File: config.mk
export PLATFORM = sky130hd
export DESIGN_NAME = gelato_ibuffer
export DESIGN_NICKNAME = d
export VERILOG_FILES = /design/src/rtl/gelato_ibuffer.sv
export SDC_FILE = /design/constraint.sdc
export NUM_CORES = 2
export LEC_CHECK = 0
export ABC_AREA = 1
export BUFFER_PORTS_ARGS = -buffer_cell sky130_fd_sc_hd__clkbuf_2
export CAP_MARGIN = 20
export CELL_PAD_IN_SITES_DETAIL_PLACEMENT = 0
export CELL_PAD_IN_SITES_GLOBAL_PLACEMENT = 1
export CORE_MARGIN = 2
export CORE_UTILIZATION = 51
export CTS_CLUSTER_SIZE = 20
export DETAILED_ROUTE_END_ITERATION = 8
export PLACE_DENSITY_LB_ADDON = 0.1
export RECOVER_POWER = 50
export SLEW_MARGIN = 10
export SYNTH_ARGS = -nofsm -noshare
export SYNTH_HDL_FRONTEND = slang
export SYNTH_SLANG_ARGS = --single-unit
File: constraint.sdc
create_clock -name clk -period 10.1 [get_ports clk]
set_input_delay 2.02 -clock clk [delete_from_list [all_inputs] [get_ports clk]]
set_output_delay 2.02 -clock clk [all_outputs]
set_load 0.01 [all_outputs]
File: src/rtl/gelato_ibuffer.sv
// Per-warp instruction buffer between decode and issue.
// Each warp owns a small circular FIFO, and the scheduler pops into a registered issue stage.
module gelato_ibuffer #(
    parameter int WARP_NUM   = 8,
    parameter int DEPTH      = 2,
    parameter int ADDR_W     = 32,
    parameter int THREAD_NUM = 32,
    parameter int INST_W     = 64
) (
    input  logic                        clk,
    input  logic                        rst,
    input  logic                        in_valid,
    input  logic [ADDR_W-1:0]           in_pc,
    input  logic [$clog2(WARP_NUM)-1:0] in_warp_num,
    input  logic [THREAD_NUM-1:0]       in_thread_mask,
    input  logic [INST_W-1:0]           in_inst,
    output logic [WARP_NUM-1:0]         warp_full,
    output logic [WARP_NUM-1:0]         warp_nonempty,
    input  logic                        issue_req,
    input  logic [$clog2(WARP_NUM)-1:0] issue_warp,
    input  logic                        flush_valid,
    input  logic [$clog2(WARP_NUM)-1:0] flush_warp,
    output logic                        out_valid,
    output logic [ADDR_W-1:0]           out_pc,
    output logic [$clog2(WARP_NUM)-1:0] out_warp_num,
    output logic [THREAD_NUM-1:0]       out_thread_mask,
    output logic [INST_W-1:0]           out_inst,
    output logic                        overflow_err
);
    localparam int WW = $clog2(WARP_NUM);
    localparam int PW = $clog2(DEPTH);
    localparam int CW = $clog2(DEPTH + 1);
    localparam logic [CW-1:0] FULL_CNT = CW'(DEPTH);

    // Handshake: in_valid and issue_req carry no ready. Fetch must not send a warp
    // whose warp_full bit is set, and the scheduler should only pick a warp whose
    // warp_nonempty bit is set. A write to a full warp is dropped and flagged, and a pop
    // from an empty warp does nothing.

    logic [ADDR_W-1:0]     mem_pc   [WARP_NUM][DEPTH];
    logic [THREAD_NUM-1:0] mem_mask [WARP_NUM][DEPTH];
    logic [INST_W-1:0]     mem_inst [WARP_NUM][DEPTH];

    logic [PW-1:0] rd_ptr [WARP_NUM];
    logic [PW-1:0] wr_ptr [WARP_NUM];
    logic [CW-1:0] count  [WARP_NUM];

    logic in_flushed;
    logic in_full;
    logic pop_ok;
    logic pop_same;
    logic wr_ok;
    logic ovf_hit;
    logic [WARP_NUM-1:0] wr_sel;
    logic [WARP_NUM-1:0] pop_sel;
    logic [WARP_NUM-1:0] flush_sel;

    // Flush beats both write and pop on its own warp. A pop on a full warp frees the
    // slot that a same-cycle write then takes.
    always_comb begin
        in_flushed = flush_valid && (flush_warp == in_warp_num);
        in_full    = (count[in_warp_num] == FULL_CNT);
        pop_ok     = issue_req && (count[issue_warp] != '0)
                     && !(flush_valid && (flush_warp == issue_warp));
        pop_same   = pop_ok && (issue_warp == in_warp_num);
        wr_ok      = in_valid && !in_flushed && (!in_full || pop_same);
        ovf_hit    = in_valid && !in_flushed && in_full && !pop_same;
    end

    always_comb begin
        wr_sel        = '0;
        pop_sel       = '0;
        flush_sel     = '0;
        warp_full     = '0;
        warp_nonempty = '0;
        for (int w = 0; w < WARP_NUM; w++) begin
            wr_sel[w]        = wr_ok && (in_warp_num == WW'(w));
            pop_sel[w]       = pop_ok && (issue_warp == WW'(w));
            flush_sel[w]     = flush_valid && (flush_warp == WW'(w));
            warp_full[w]     = (count[w] == FULL_CNT);
            warp_nonempty[w] = (count[w] != '0);
        end
    end

    always_ff @(posedge clk) begin
        if (rst) begin
            for (int w = 0; w < WARP_NUM; w++) begin
                rd_ptr[w] <= '0;
                wr_ptr[w] <= '0;
                count[w]  <= '0;
            end
        end else begin
            for (int w = 0; w < WARP_NUM; w++) begin
                if (flush_sel[w]) begin
                    rd_ptr[w] <= '0;
                    wr_ptr[w] <= '0;
                    count[w]  <= '0;
                end else begin
                    if (wr_sel[w])  wr_ptr[w] <= wr_ptr[w] + PW'(1);
                    if (pop_sel[w]) rd_ptr[w] <= rd_ptr[w] + PW'(1);
                    if (wr_sel[w] && !pop_sel[w])
                        count[w] <= count[w] + CW'(1);
                    else if (pop_sel[w] && !wr_sel[w])
                        count[w] <= count[w] - CW'(1);
                end
            end
        end
    end

    // Entry storage has no reset: its contents only matter behind a valid count.
    always_ff @(posedge clk) begin
        if (wr_ok) begin
            mem_pc[in_warp_num][wr_ptr[in_warp_num]]   <= in_pc;
            mem_mask[in_warp_num][wr_ptr[in_warp_num]] <= in_thread_mask;
            mem_inst[in_warp_num][wr_ptr[in_warp_num]] <= in_inst;
        end
    end

    always_ff @(posedge clk) begin
        if (rst) begin
            out_valid       <= 1'b0;
            out_pc          <= '0;
            out_warp_num    <= '0;
            out_thread_mask <= '0;
            out_inst        <= '0;
            overflow_err    <= 1'b0;
        end else begin
            out_valid <= pop_ok;
            if (pop_ok) begin
                out_pc          <= mem_pc[issue_warp][rd_ptr[issue_warp]];
                out_warp_num    <= issue_warp;
                out_thread_mask <= mem_mask[issue_warp][rd_ptr[issue_warp]];
                out_inst        <= mem_inst[issue_warp][rd_ptr[issue_warp]];
            end
            if (ovf_hit) overflow_err <= 1'b1;
        end
    end

endmodule

==> impl_metrics.tcl <==
set metrics [dict create \
    status "finished, violations left" \
    failed_checks "max-capacitance violations, max-slew violations" \
    grt_setup_unrepaired "no" \
    grt_max_degree 156 \
    area_delta_synth_final_pct 12.1 \
    clkSinkCount 2213 \
    place_hpwl_um 111000 \
    ir_drop_mv 0.180 \
    die-area_mm2 0.170 \
    powerDensity_mw_per_mm2 206 \
    finalPower_mw 19.6 \
    routed-via-count 53000 \
    firstDrtPassIters 5 \
    final_common_cell "nand2_1" \
    r2r_slack_ns 5.06 \
    drt_iter0_drc 4836 \
    finClkSkew_ns 0.0249 \
    grt_antenna_before_repair 32 \
    cts_setup_buffers 0 \
    pre_cts_ws_ns 3.65 \
    synth_area_mm2 0.0849 \
    grt-ovfl-total 0 \
    timing.fmax_mhz 138 \
    hold_start "out_warp_num[0]$_SDFFE_PP0P_" \
    synth_edf_count 2080 \
    core_region_area_mm2 0.165 \
    ctsHtreeMaxLevel 4 \
    routed_wl_um 229000 \
    synth_top_area_cell "edfxtp_1" \
    avgSynthCellArea_um2 12.7 \
    critPathRequiredTime_ns 10.87 \
    yosysWarnings 0 \
    post_cts_resized 0 \
    post-route-min-period_ns 7.26 \
    synthArstFlopShare_pct 0 \
    io_pins 291 \
    die_h_um 412 \
    crit_fanout 121 \
    hold_path_end "out_warp_num[0]$_SDFFE_PP0P_" \
    criticalPathCategory "primary input to register" \
    cp-start-kind "primary input" \
    nets 7060 \
    relSlewSlack_pct -39.9 \
    io_buffers 290 \
    cap_viol_max_count 1 \
    synth-seq-area-share_pct 76.7 \
    synth_top_area_share_pct 73.6 \
    drive_gt1_share_pct 6.46 \
    track_usage_pct 27.0 \
    cp-end-kind "register" \
    post-route-worst-setup-slack_ns 2.84 \
    holdWs_ns 0.470 \
    ys_types 37 \
    rows 149 \
    min_period_over_period_pct 71.9 \
    leakage_nw 32.5 \
    cts_hold_buf 0 \
    min_path_cells 2 \
    rr_startpoint "count[6][0]$_SDFFCE_PP0P_" \
    drtAntennaViolNets 0 \
    cp.arrival_ns 8.03 \
    start_util_pct 51.4 \
    worstSkewPairLatency_ns 0.86 \
    r2r_cells 9 \
    cts_root_buf "clkbuf_16" \
    drc_errors 0 \
    worstMarginPinSlew_ns 2.09 \
    path_clk_slew_ns 0.06 \
    hold_viol 0 \
    slew_viol_final 30 \
    most-common-layout-cells "nand2_1 (2835), edfxtp_1 (2080), nand4_1 (419)" \
    cts_made_buffers 220 \
    setup_viol 0 \
    netlist_top_cells_area "edfxtp_1 (74%), nand2_1 (13%), dfxtp_1 (3.1%), nand4_1 (3.1%), buf_2 (1.4%)" \
    place_congestion 0.819 \
    vias_per_cell 5.70 \
    first_global_vias 50700 \
    cts_tree "done" \
    postSynthNetCount 6830 \
    r2r-end "out_inst[47]$_SDFFE_PP0P_" \
    nFillCells 13600 \
    routedWlPerCell_um 24.7 \
    grt_pass1_wl_um 336000 \
    tns_ns 0 \
    clock_path_buffers 3 \
    synthFlopType "edfxtp_1" \
    synthCells 6672 \
    holdCritPathClass "register to register" \
    chipWidth_um 412 \
    synth-seq-cells 2213 \
    utilization_pct 57.6 \
]
cell families after synthesis:
logic type,share of synthesized area [%]
flops,76.7
compound gates,3.52
fa+ha+maj,0.236
buf+inv,2.38
xor+xnor,0.0619
simple gates,17.1
per-stage QoR:
step                instance area, µm²  std cells
finish                           95100       9292
global route                     95100       9289
CTS                              95500       9281
detailed placement               88300       8869
global placement                 88300       8869
floorplan                        84900       6672
layer usage:
metal / wire, µm / track usage, % / part of all wire (%)
met5: 120 / 0 / 0.052
met4: 4840 / 7.12 / 2.1
met1: 98300 / 38.1 / 43
met2: 109000 / 43.5 / 48
met3: 16700 / 4.75 / 7.3
worst max-delay path, stage by stage:
cell and delay, ns:
clkbuf_1 0.44, nand2_1 0.29, inv_8 0.70, o21ai_0 0.26, nand3_1 0.27, nand3_1 1.46, inv_8 1.33, buf_4 0.77
o21ai_0 0.16, a31oi_1 0.21
sequential cells by signal (all words and copies together) (netlist names):
register         flops
mem_inst          1024
out_valid            1
mem_mask           512
rd_ptr               8
wr_ptr               8
out_inst            64
out_pc              32
out_thread_mask     32
mem_pc             512
out_warp_num         3
overflow_err         1
count               16
cells in the mapped netlist (47+ instances only):
| library cell | count |
|---|---|
| clkbuf_1 | 107 |
| inv_1 | 61 |
| a31oi_1 | 58 |
| a41oi_1 | 47 |
| nand3_1 | 87 |
| a21oi_1 | 173 |
| buf_2 | 231 |
| nand4_1 | 419 |
| nand2_1 | 2834 |
| dfxtp_1 | 133 |
| edfxtp_1 | 2080 |
| nor2_1 | 101 |
| a22oi_1 | 82 |
| o21ai_0 | 106 |
how the worst max path moves through the flow:
stage | from | to | slack, ns | cells after the start
2_1_floorplan | issue_warp[0] | mem_inst[0][0]$_DFFE_PP_ | 1.05 | 12
3_3_place_gp | issue_warp[0] | out_pc[31]$_SDFFE_PP0P_ | 3.75 | 12
3_5_place_dp | issue_warp[0] | mem_inst[5][0]$_DFFE_PP_ | 3.65 | 10
4_1_cts | issue_warp[0] | mem_pc[5][26]$_DFFE_PP_ | 4.55 | 10
5_1_grt | issue_warp[0] | out_inst[60]$_SDFFE_PP0P_ | 2.50 | 10
6_report | issue_warp[0] | out_inst[47]$_SDFFE_PP0P_ | 2.84 | 10
power breakdown:
part / internal [mW] / switching, mW / total, mW / leakage, nW
Combinational: 0.267 / 0.884 / 1.15 / 9.03
Clock: 4.72 / 3.42 / 8.14 / 3.54
Sequential: 10.2 / 0.0858 / 10.3 / 19.9
cell type report:
class	instances	area, µm²	share of cell area, %
clock buffers	313	6120	6.43
repair buffers	378	1950	2.05
multi-input cells	4020	17800	18.7
flip-flops and latches	2213	65100	68.4
clock inverters	99	1110	1.16
diodes	11	27.5	0.0289
well taps	2189	2740	2.88
inverters	69	294	0.309
(Power assumes the default switching activity.)
